[config.mk]
export PLATFORM = sky130hd
export DESIGN_NAME = aidc_lite_comp_engine_ctrl
export DESIGN_NICKNAME = d
export VERILOG_FILES = /design/src/rtl/aidc_lite_comp_pkg.sv /design/src/rtl/aidc_lite_wr_slot.sv /design/src/rtl/aidc_lite_comp_engine_ctrl.sv
export SDC_FILE = /design/constraint.sdc
export NUM_CORES = 1
export LEC_CHECK = 0
export ABC_CLOCK_PERIOD_IN_PS = 5850
export CORE_MARGIN = 2
export CORE_UTILIZATION = 56
export DETAILED_ROUTE_END_ITERATION = 8
export MAX_ROUTING_LAYER = met4
export PLACE_DENSITY = 0.85
export SETUP_SLACK_MARGIN = 0.4
export SYNTH_ARGS = -nofsm -noshare
export SYNTH_HDL_FRONTEND = slang
export SYNTH_HIERARCHICAL = 1
export SYNTH_SLANG_ARGS = --single-unit
[constraint.sdc]
create_clock -name clk -period 5.85 [get_ports clk]
set_input_delay 1.17 -clock clk [delete_from_list [all_inputs] [get_ports clk]]
set_output_delay 1.17 -clock clk [all_outputs]
set_load 0.02 [all_outputs]
[src/rtl/aidc_lite_comp_pkg.sv]
// Shared types and constants for the lite compression engine sequencer.
// Holds the FSM state encoding, block geometry and the write-request payload.
package aidc_lite_comp_pkg;

    localparam int unsigned BLK_BYTES    = 128;
    localparam int unsigned BLK_SHIFT    = 7;
    localparam logic [7:0]  MAX_BLK_SIZE = 8'd128;
    localparam logic [31:0] SRC_MASK     = ~(32'(BLK_BYTES) - 32'd1);

    typedef enum logic [1:0] {
        ST_IDLE = 2'd0,
        ST_RUN  = 2'd1,
        ST_FIN  = 2'd2
    } state_e;

    typedef struct packed {
        logic [31:0] addr;
        logic [7:0]  size;
    } wr_req_t;

    function automatic logic size_illegal(input logic [7:0] size);
        return (size == 8'd0) || (size > MAX_BLK_SIZE);
    endfunction

endpackage

[src/rtl/aidc_lite_wr_slot.sv]
// Single-entry valid/ready holding register for one packed write request.
// Loaded only while empty; empties on the downstream handshake.
module aidc_lite_wr_slot
    import aidc_lite_comp_pkg::*;
(
    input  logic    clk,
    input  logic    rst_n,
    input  logic    i_load,
    input  wr_req_t i_req,
    input  logic    i_ready,
    output logic    o_valid,
    output wr_req_t o_req
);

    logic    r_valid;
    wr_req_t r_req;

    always_ff @(posedge clk or negedge rst_n) begin
        if (!rst_n) begin
            r_valid <= 1'b0;
            r_req   <= '0;
        end else if (i_load) begin
            r_valid <= 1'b1;
            r_req   <= i_req;
        end else if (r_valid && i_ready) begin
            r_valid <= 1'b0;
        end
    end

    assign o_valid = r_valid;
    assign o_req   = r_req;

endmodule

[src/rtl/aidc_lite_comp_engine_ctrl.sv]
// Compression job sequencer: issues 128B source reads with bounded run-ahead and
// packs per-block compressed results into writes at a running destination pointer.
module aidc_lite_comp_engine_ctrl
    import aidc_lite_comp_pkg::*;
#(
    parameter int unsigned RD_OUTSTANDING = 2,
    parameter int unsigned CNT_W          = 25
)(
    input  logic        clk,
    input  logic        rst_n,
    input  logic [31:0] src_addr_i,
    input  logic [31:0] dst_addr_i,
    input  logic [24:0] len_i,
    input  logic        start_i,
    output logic        done_o,
    output logic        err_o,
    output logic [31:0] comp_len_o,
    output logic        rd_req_valid_o,
    input  logic        rd_req_ready_i,
    output logic [31:0] rd_req_addr_o,
    input  logic        blk_valid_i,
    output logic        blk_ready_o,
    input  logic [7:0]  blk_size_i,
    output logic        wr_req_valid_o,
    input  logic        wr_req_ready_i,
    output logic [31:0] wr_req_addr_o,
    output logic [7:0]  wr_req_size_o
);

    state_e           r_state, w_state_nxt;
    logic [CNT_W-1:0] r_len, r_rd_cnt, r_blk_cnt, r_wr_cnt;
    logic [CNT_W-1:0] w_len_nxt, w_rd_cnt_nxt, w_blk_cnt_nxt, w_wr_cnt_nxt, w_outstanding;
    logic [31:0]      r_src, r_dst_ptr, r_comp_len, r_rd_addr;
    logic [31:0]      w_src_nxt, w_dst_nxt, w_comp_len_nxt, w_rd_addr_nxt;
    logic             r_done, r_err, r_rd_valid, r_blk_ready;
    logic             w_done_nxt, w_err_nxt, w_rd_valid_nxt, w_blk_ready_nxt;
    logic             w_rd_hs, w_blk_hs, w_wr_hs, w_wr_valid, w_wr_valid_nxt, w_size_bad;
    logic [7:0]       w_size;
    wr_req_t          w_wr_load_req, w_wr_req;

    assign w_rd_hs       = r_rd_valid & rd_req_ready_i;
    assign w_blk_hs      = r_blk_ready & blk_valid_i;
    assign w_wr_hs       = w_wr_valid & wr_req_ready_i;
    assign w_size_bad    = size_illegal(blk_size_i);
    assign w_size        = w_size_bad ? MAX_BLK_SIZE : blk_size_i;
    assign w_wr_load_req = '{addr: r_dst_ptr, size: w_size};

    always_ff @(posedge clk or negedge rst_n) begin
        if (!rst_n) begin
            r_state     <= ST_IDLE;
            r_len       <= '0;
            r_rd_cnt    <= '0;
            r_blk_cnt   <= '0;
            r_wr_cnt    <= '0;
            r_src       <= '0;
            r_dst_ptr   <= '0;
            r_comp_len  <= '0;
            r_rd_addr   <= '0;
            r_done      <= 1'b0;
            r_err       <= 1'b0;
            r_rd_valid  <= 1'b0;
            r_blk_ready <= 1'b0;
        end else begin
            r_state     <= w_state_nxt;
            r_len       <= w_len_nxt;
            r_rd_cnt    <= w_rd_cnt_nxt;
            r_blk_cnt   <= w_blk_cnt_nxt;
            r_wr_cnt    <= w_wr_cnt_nxt;
            r_src       <= w_src_nxt;
            r_dst_ptr   <= w_dst_nxt;
            r_comp_len  <= w_comp_len_nxt;
            r_rd_addr   <= w_rd_addr_nxt;
            r_done      <= w_done_nxt;
            r_err       <= w_err_nxt;
            r_rd_valid  <= w_rd_valid_nxt;
            r_blk_ready <= w_blk_ready_nxt;
        end
    end

    // Next-state, counters and registered request controls computed from next-cycle values
    always_comb begin
        w_state_nxt    = r_state;
        w_len_nxt      = r_len;
        w_src_nxt      = r_src;
        w_dst_nxt      = r_dst_ptr;
        w_comp_len_nxt = r_comp_len;
        w_done_nxt     = r_done;
        w_err_nxt      = r_err;
        w_rd_cnt_nxt   = r_rd_cnt + CNT_W'(w_rd_hs);
        w_blk_cnt_nxt  = r_blk_cnt + CNT_W'(w_blk_hs);
        w_wr_cnt_nxt   = r_wr_cnt + CNT_W'(w_wr_hs);

        if (w_blk_hs) begin
            w_dst_nxt      = r_dst_ptr + 32'(w_size);
            w_comp_len_nxt = r_comp_len + 32'(w_size);
            w_err_nxt      = r_err | w_size_bad;
        end

        case (r_state)
            ST_IDLE: begin
                if (start_i) begin
                    w_src_nxt      = src_addr_i & SRC_MASK;
                    w_dst_nxt      = dst_addr_i;
                    w_len_nxt      = CNT_W'(len_i);
                    w_rd_cnt_nxt   = '0;
                    w_blk_cnt_nxt  = '0;
                    w_wr_cnt_nxt   = '0;
                    w_comp_len_nxt = '0;
                    w_done_nxt     = 1'b0;
                    w_err_nxt      = 1'b0;
                    w_state_nxt    = (len_i == 25'd0) ? ST_FIN : ST_RUN;
                end
            end
            ST_RUN: begin
                // Completion is flagged on the edge of the final write handshake
                if (w_wr_cnt_nxt == r_len) begin
                    w_state_nxt = ST_FIN;
                    w_done_nxt  = 1'b1;
                end
            end
            ST_FIN: begin
                w_done_nxt  = 1'b1;
                w_state_nxt = ST_IDLE;
            end
            default: w_state_nxt = ST_IDLE;
        endcase

        w_wr_valid_nxt  = w_blk_hs | (w_wr_valid & ~wr_req_ready_i);
        w_outstanding   = w_rd_cnt_nxt - w_blk_cnt_nxt;
        w_rd_valid_nxt  = (w_state_nxt == ST_RUN) && (w_rd_cnt_nxt < w_len_nxt) &&
                          (w_outstanding < CNT_W'(RD_OUTSTANDING));
        w_blk_ready_nxt = (w_state_nxt == ST_RUN) && !w_wr_valid_nxt &&
                          (w_rd_cnt_nxt != w_blk_cnt_nxt);
        w_rd_addr_nxt   = w_src_nxt + (32'(w_rd_cnt_nxt) << BLK_SHIFT);
    end

    aidc_lite_wr_slot u_wr_slot (
        .clk     (clk),
        .rst_n   (rst_n),
        .i_load  (w_blk_hs),
        .i_req   (w_wr_load_req),
        .i_ready (wr_req_ready_i),
        .o_valid (w_wr_valid),
        .o_req   (w_wr_req)
    );

    assign done_o         = r_done;
    assign err_o          = r_err;
    assign comp_len_o     = r_comp_len;
    assign rd_req_valid_o = r_rd_valid;
    assign rd_req_addr_o  = r_rd_addr;
    assign blk_ready_o    = r_blk_ready;
    assign wr_req_valid_o = w_wr_valid;
    assign wr_req_addr_o  = w_wr_req.addr;
    assign wr_req_size_o  = w_wr_req.size;

endmodule

# --- Yosys cells after proc, flatten, opt, wreduce, memory -nomap -nowiden ---
# Index checks and enable logic that the tools add are counted.
op_classes:
  n_addsub: 7
  mux: 29
  n_lt_le_gt_ge: 3
  n_eq_ne: 7
  n_bitwise: 7
  n_reduce_logical: 13
op_table:
  columns: ["operator", "n"]
  rows:
  - ["two-way mux 32 bit", 8]
  - ["two-way mux 25 bit", 8]
  - ["adder 25 x 1 -> 25 bit", 3]
  - ["adder 32 x 8 -> 32 bit", 2]
  - ["adder 32 bit", 1]
  - ["equality test 25 bit", 1]
  - ["logical NOT 25 bit", 1]
  - ["less-than comparator 25 x 2 -> 1 bit, second input constant", 1]
  - ["less-than comparator 25 bit", 1]
  - ["inequality test 25 bit", 1]
  - ["subtractor 25 bit", 1]
  - ["> comparator 8 bit, second input constant", 1]
  - ["logical NOT 8 bit", 1]
  - ["two-way mux 8 bit", 1]
  - ["two-way mux 1 bit", 7]
  - ["two-way mux 2 bit", 3]
  - ["logical AND 1 bit", 5]
  - ["AND 1 bit", 4]
  - ["equality test 2 x 1 -> 1 bit, second input constant", 2]
  - ["inequality test 2 bit, second input constant", 2]
  - ["one-hot mux 2 bit (2 select lines)", 1]
  - ["one-hot mux 1 bit (3 select lines)", 1]
  - ["AND reduction 3 bit", 1]
  - ["nonzero test 3 bit", 1]
  - ["7 further kinds", 8]
totals:
  output_inout_bits: 109
  inputBits: 103
  regBits: 275
  wordCells: 82

# --- Logic depth before layout (Yosys ltp) ---
depth:
  ltp_word: 8
  mapped_depth: 25
  ltp_nobuf: 23

# --- Cells and area by module ---
# The synthesis kept the hierarchy.
modules_own_cells:
  columns: ["mod", "seq_area_each_um2", "cells_each", "instances", "area_per_inst_um2"]
  rows:
  - ["aidc_lite_comp_engine_ctrl", 5505.3, 1601, 1, 14206.1]
  - ["aidc_lite_wr_slot", 1026.0, 88, 1, 1725.4]

# --- Least setup slack after synthesis ---
# No wires, ideal clock.
synth_timing:
  path_type: "input -> register"
  startpoint: "input port blk_valid_i"
  endpoint: "register r_rd_valid (netlist: rd_req_valid_o)"
  setup_ns: 0.096
  path_slack_ns: -0.192
  path_stages: 25
  required_ns: 5.754
  path_buffers: 2
  arrival_time_ns: 5.947
  cell_sequence: "nand2_1 inv_1 clkbuf_1 ha_1 ha_1 nand4_1 nor4_2 nand2_1 xor2_1 nor2_1 inv_1 ha_1 buf_2 nand2b_1 nor2_1 a2111oi_2 o2111ai_1 or4_1 a2111oi_2 o2111a_1 nand4_1 nor4_1 nor4b_2 o2111ai_1 nor4_2"
synth_via:
  elab_chain_len: 7
synth_lines:
  columns: ["element", "line", "text"]
  rows:
  - ["start, declared", "aidc_lite_comp_engine_ctrl.sv:21", "input logic blk_valid_i,"]
  - ["AND 1 bit (*)", "aidc_lite_comp_engine_ctrl.sv:42", "assign w_blk_hs = r_blk_ready & blk_valid_i;"]
  - ["via w_blk_hs", "aidc_lite_comp_engine_ctrl.sv:37", "logic w_rd_hs, w_blk_hs, w_wr_hs, w_wr_valid, w_wr_valid_nxt, w_size_bad;"]
  - ["adder 25 x 1 -> 25 bit (*)", "aidc_lite_comp_engine_ctrl.sv:90", "w_blk_cnt_nxt = r_blk_cnt + CNT_W'(w_blk_hs);"]
  - ["two-way mux 25 bit", "aidc_lite_comp_engine_ctrl.sv:101", "if (start_i) begin"]
  - ["two-way mux 25 bit (*)", "aidc_lite_comp_engine_ctrl.sv:99", "case (r_state)"]
  - ["via w_blk_cnt_nxt[18]", "aidc_lite_comp_engine_ctrl.sv:32", "logic [CNT_W-1:0] w_len_nxt, w_rd_cnt_nxt, w_blk_cnt_nxt, w_wr_cnt_nxt, w_outstanding;"]
  - ["subtractor 25 bit (*)", "aidc_lite_comp_engine_ctrl.sv:129", "w_outstanding = w_rd_cnt_nxt - w_blk_cnt_nxt;"]
  - ["less-than comparator 25 x 2 -> 1 bit (*)", "aidc_lite_comp_engine_ctrl.sv:131", "(w_outstanding < CNT_W'(RD_OUTSTANDING));"]
  - ["logical AND 1 bit (*)", "aidc_lite_comp_engine_ctrl.sv:130", "w_rd_valid_nxt = (w_state_nxt == ST_RUN) && (w_rd_cnt_nxt < w_len_nxt) &&"]
  - ["via w_rd_valid_nxt", "aidc_lite_comp_engine_ctrl.sv:36", "logic w_done_nxt, w_err_nxt, w_rd_valid_nxt, w_blk_ready_nxt;"]
  - ["end signal, assigned", "aidc_lite_comp_engine_ctrl.sv:75", "r_rd_valid <= w_rd_valid_nxt;"]
  - ["end, declared", "aidc_lite_comp_engine_ctrl.sv:35", "logic r_done, r_err, r_rd_valid, r_blk_ready;"]
# The timed path passes the listed nets; every way through them passes the cells marked *.
# A chain may end at the register's enable or synchronous reset.

# --- Worst setup path after layout ---
layout_timing:
  startpoint: "input port rd_req_ready_i"
  endpoint: "register r_rd_valid (netlist: rd_req_valid_o)"
layout_via:
  elab_chain_len: 7
  elab_cells_between_ends: 9
  cone_classes: "add/sub: 2; order compare: 2; mux: 2; bitwise: 1; reduce/logical: 2"
layout_lines:
  columns: ["element", "line", "text"]
  rows:
  - ["start, declared", "aidc_lite_comp_engine_ctrl.sv:19", "input logic rd_req_ready_i,"]
  - ["AND 1 bit (*)", "aidc_lite_comp_engine_ctrl.sv:41", "assign w_rd_hs = r_rd_valid & rd_req_ready_i;"]
  - ["adder 25 x 1 -> 25 bit (*)", "aidc_lite_comp_engine_ctrl.sv:89", "w_rd_cnt_nxt = r_rd_cnt + CNT_W'(w_rd_hs);"]
  - ["two-way mux 25 bit", "aidc_lite_comp_engine_ctrl.sv:101", null]
  - ["two-way mux 25 bit (*)", "aidc_lite_comp_engine_ctrl.sv:99", null]
  - ["via w_rd_cnt_nxt[18]", "aidc_lite_comp_engine_ctrl.sv:32", null]
  - ["subtractor 25 bit / less-than comparator 25 bit (equally long branches)", "aidc_lite_comp_engine_ctrl.sv:129, aidc_lite_comp_engine_ctrl.sv:130", null]
  - ["less-than comparator 25 x 2 -> 1 bit / logical AND 1 bit (equally long branches)", "aidc_lite_comp_engine_ctrl.sv:131, aidc_lite_comp_engine_ctrl.sv:130", null]
  - ["logical AND 1 bit (*)", "aidc_lite_comp_engine_ctrl.sv:130", null]
  - ["via w_rd_valid_nxt", "aidc_lite_comp_engine_ctrl.sv:36", null]
# Marked as above.

==> impl_results.md <==
* DRC at 0
* Max_cap viols at 0
* Post-DP Area at 0.0187 sq mm
* Clock sinks at 261
* CTS tree: built
* RSZ-0062 raised after global routing: yes
* Worst path arrival time at approximately 5700 ps
* Hold buffers post-CTS at 0
* Final nets at 2146
* Initial Util at 0.570
* Top sig layer: met4
* Slowest CP cell: or4_4
* CTS buffer count at 29
* Mapped Area at 0.0159 sq mm
* Predominant post-synthesis flop cell: dfrtp_1
* WL met3 at ~2400 microns
* Multi-input gate area at 0.00886 sq mm
* Routed vias at ~13000
* First-pass DRT Iterations at 5
* Post-Route M1 WL at around 19000 microns
* Yosys Warn Count at 6
* Sequential area share after synthesis at 0.410
* Fin crit period at 5240 ps
* Number of I/O pins at 212
* Root Buffer: clkbuf_16
* Post-synth EDFFs at 0
* Die span in y at 173 microns
* Max rail drop VDD at between 0.0002 and 0.0003 V
* Die ar. at 0.0298 sq mm
* CP Cell Sequence: dlygate4sd2_1, and2_4, buf_4, ha_4, and4_4, nand4_1, nor2_2, buf_4, xnor2_1, nor2_1, ha_1, inv_1, a2111oi_2, o2111ai_1, or4_4, a2111oi_4, o2111a_1, nand4_1, nor4_2, nor4b_2, o2111ai_1, nor4_2
* Worst hold path type: flip-flop to flip-flop
* DIE WIDTH at about 170 microns
* CP required at roughly 6300 ps
* Slowest cell delay on critical path at 460 ps
* Clk buf depth at 3
* Diode count at 0
* Vias in the first global route at 13537
* Input/output buffers at 197
* GRT Overall Usage at 0.300
* Num rows at 61
* Register area at roughly 0.0065 sq mm
* Initial antenna violation count at 0
* Leak at 9.24 nW
* Routed Antenna Nets at 0
* Drt wl/cell at approximately 18 microns
* HPWL after detailed placement at 32200 microns
* DRC marker count from the first detailed-route iteration at 1070
* Fin. max-slew vios at 0
* FILL cells at 2041
* Via density per instance at 5.75
* Met2 WL post-DR at 20400 microns
* Yosys cell types at 89
* Syn avg cell area at 9.43 sq um
* Max Clock Skew at between 10 and 15 ps
* Largest net degree at the start of global routing at 112
* Post-synthesis async set-or-reset flop share at 1.00
* Crit share post-route at 0.895
* Wirelength, routed at around 43000 microns
* Setup TNS at 0 ps
* Clk slew on worst S/H paths at 70 ps
* Crit. End Element: flip-flop
* Pwr/cell area at 389 mW/mm^2
* Max_slew headroom at 0.395
* Core Area at ~0.028 sq mm
* Worst-Margin Slew at 908 ps
* Commonest non-fill, non-tap cell in the layout: dfrtp_1
* Run status: complete, no violations
* Share of cells above drive strength 1 at 0.117
* P&R area growth vs syn at 24.8%
* Design Area, Final at 0.0199 sq mm
* Placer Congestion at 0.950
* First-pass GRT wire length at 71100 microns
* Synth Register Bits at 261
* Fmax at 191 MHz
* Hold Violations, Final at 0
* Post-Synthesis Cells at 1689
* Htree depth at 1
* Gr ovfl total at 0
* CP Launch Type: primary input
* Worst-path maximum fanout at 3
* Crit Path Category: primary input to flip-flop
* Most frequent cells in the layout: dfrtp_1 (261), nand2_1 (204), clkdlybuf4s50_1 (193)
* Clk_lat worst skew at 550 ps
* Final Setup Violations at 0
-- stage by stage --
| stage | setup WS (ps) | instances | hold slack, ps | power (mW) | util |
|---|---|---|---|---|---|
| floorplan | 434 | 1695 | 446 | 4.57 | - |
| global placement | -245 | 2288 | 461 | 5.61 | 0.670 |
| detailed placement | -327 | 2288 | 467 | 5.72 | 0.670 |
| CTS | 515 | 2345 | 483 | 7.76 | 0.710 |
| global route | 371 | 2347 | 506 | 8.18 | 0.712 |
| finish | 614 | 2347 | 482 | 7.74 | 0.712 |
-- registers in the layout, indices dropped and copies added (netlist names) --
signal,count
blk_ready_o,1
comp_len_o,32
done_o,1
err_o,1
r_blk_cnt,25
r_dst_ptr,32
r_len,25
r_rd_cnt,25
r_src,25
r_state,2
r_wr_cnt,25
rd_req_addr_o,25
rd_req_valid_o,1
u_wr_slot/o_req,40
u_wr_slot/o_valid,1
-- cell type report --
type / instances / area share
Sequential cell: 261 / 0.328
Tap cell: 378 / 0.0238
Inverter: 100 / 0.0190
Clock buffer: 40 / 0.0421
Clock inverter: 12 / 0.00963
Multi-Input combinational cell: 1278 / 0.446
Timing Repair Buffer: 278 / 0.131
-- cells by family (layout without fill, tap and decap cells) --
| logic type | Yosys count | in the layout | share of synthesized area |
|---|---|---|---|
| AND/OR/NAND/NOR | 649 | 649 | 0.199 |
| flip-flops | 261 | 261 | 0.410 |
| adder cells (fa/ha/maj) | 99 | 99 | 0.0792 |
| multiplexers | 77 | 77 | 0.0612 |
| AO/OA/AOI/OAI | 279 | 279 | 0.113 |
| other | 1 | 7 | 0.000235 |
| XOR/XNOR | 167 | 167 | 0.0936 |
| buffers and inverters | 156 | 430 | 0.0438 |
-- critical path: cells and delay by family --
kind,cells,cell delay [ps]
AOI/OAI and AO/OA,5,1150
xor gates and xnor gates,1,110
adders and majority gates,2,480
buffers and inverters,4,540
and+or+nand+nor,10,2240
-- final timing paths --
| check | startpoint | to | slack (ps) | cells past startpoint |
|---|---|---|---|---|
| setup / recovery | rd_req_ready_i | rd_req_valid_o | 610 | 22 |
| hold / removal | r_src[27] | r_src[27] | 480 | 2 |
| setup reg to reg | r_state[1] | rd_req_addr_o[31] | 940 | 20 |
| hold reg to reg | r_src[27] | r_src[27] | 480 | 2 |
| max in group asynchronous | rst_n | r_wr_cnt[5] | 4090 | 2 |
| min in group asynchronous | rst_n | u_wr_slot/o_req[32] | 620 | 1 |
-- routing by layer --
layer | global-route usage | vias to the layer above
met4 | 0.0759 | 0
met1 | 0.404 | 6592
met5 | - | -
met2 | 0.485 | 423
li1 | - | 6398
met3 | 0.0356 | 77
-- what timing repair did --
item / in CTS / in global routing
setup buffers: 5 / 2
gates resized for setup: 17 / 8
cloned: 0 / 0
endpoints found under the setup margin: 1 / 2
pin swaps: 18 / 12
-- cell usage after synthesis (8+ instances only) --
library cell    n  area share
and4_1         15      0.0082
mux2_4         39       0.037
nor4_1         17      0.0067
a31oi_1         9      0.0035
nand2_1       206       0.049
ha_1           91       0.071
nand2b_1       19      0.0075
and2_1         15      0.0059
xor2_1         73       0.040
nor2_1        155       0.037
buf_2           8      0.0025
a21oi_1        81       0.025
xnor2_1        92       0.051
and3_1         32       0.013
buf_4           8      0.0038
nand4_1        36       0.014
mux2i_1        33       0.021
dfrtp_1       261        0.41
a211oi_1       11      0.0052
o21ai_0        74       0.023
nor3_1         25      0.0079
nor2b_1        15      0.0059
a21o_1         18      0.0085
o21a_1          9      0.0042
nand3_1        75       0.024
or2_2          10      0.0039
inv_1          99       0.023
clkbuf_1       28      0.0066
-- where the power goes --
part | switching [mW] | internal, mW | leakage [nW]
logic | 1.61 | 1.44 | 5.34
registers | 0.399 | 2.33 | 3.40
clock network | 0.752 | 1.21 | 0.507
Power figures use the tool's default switching activity.
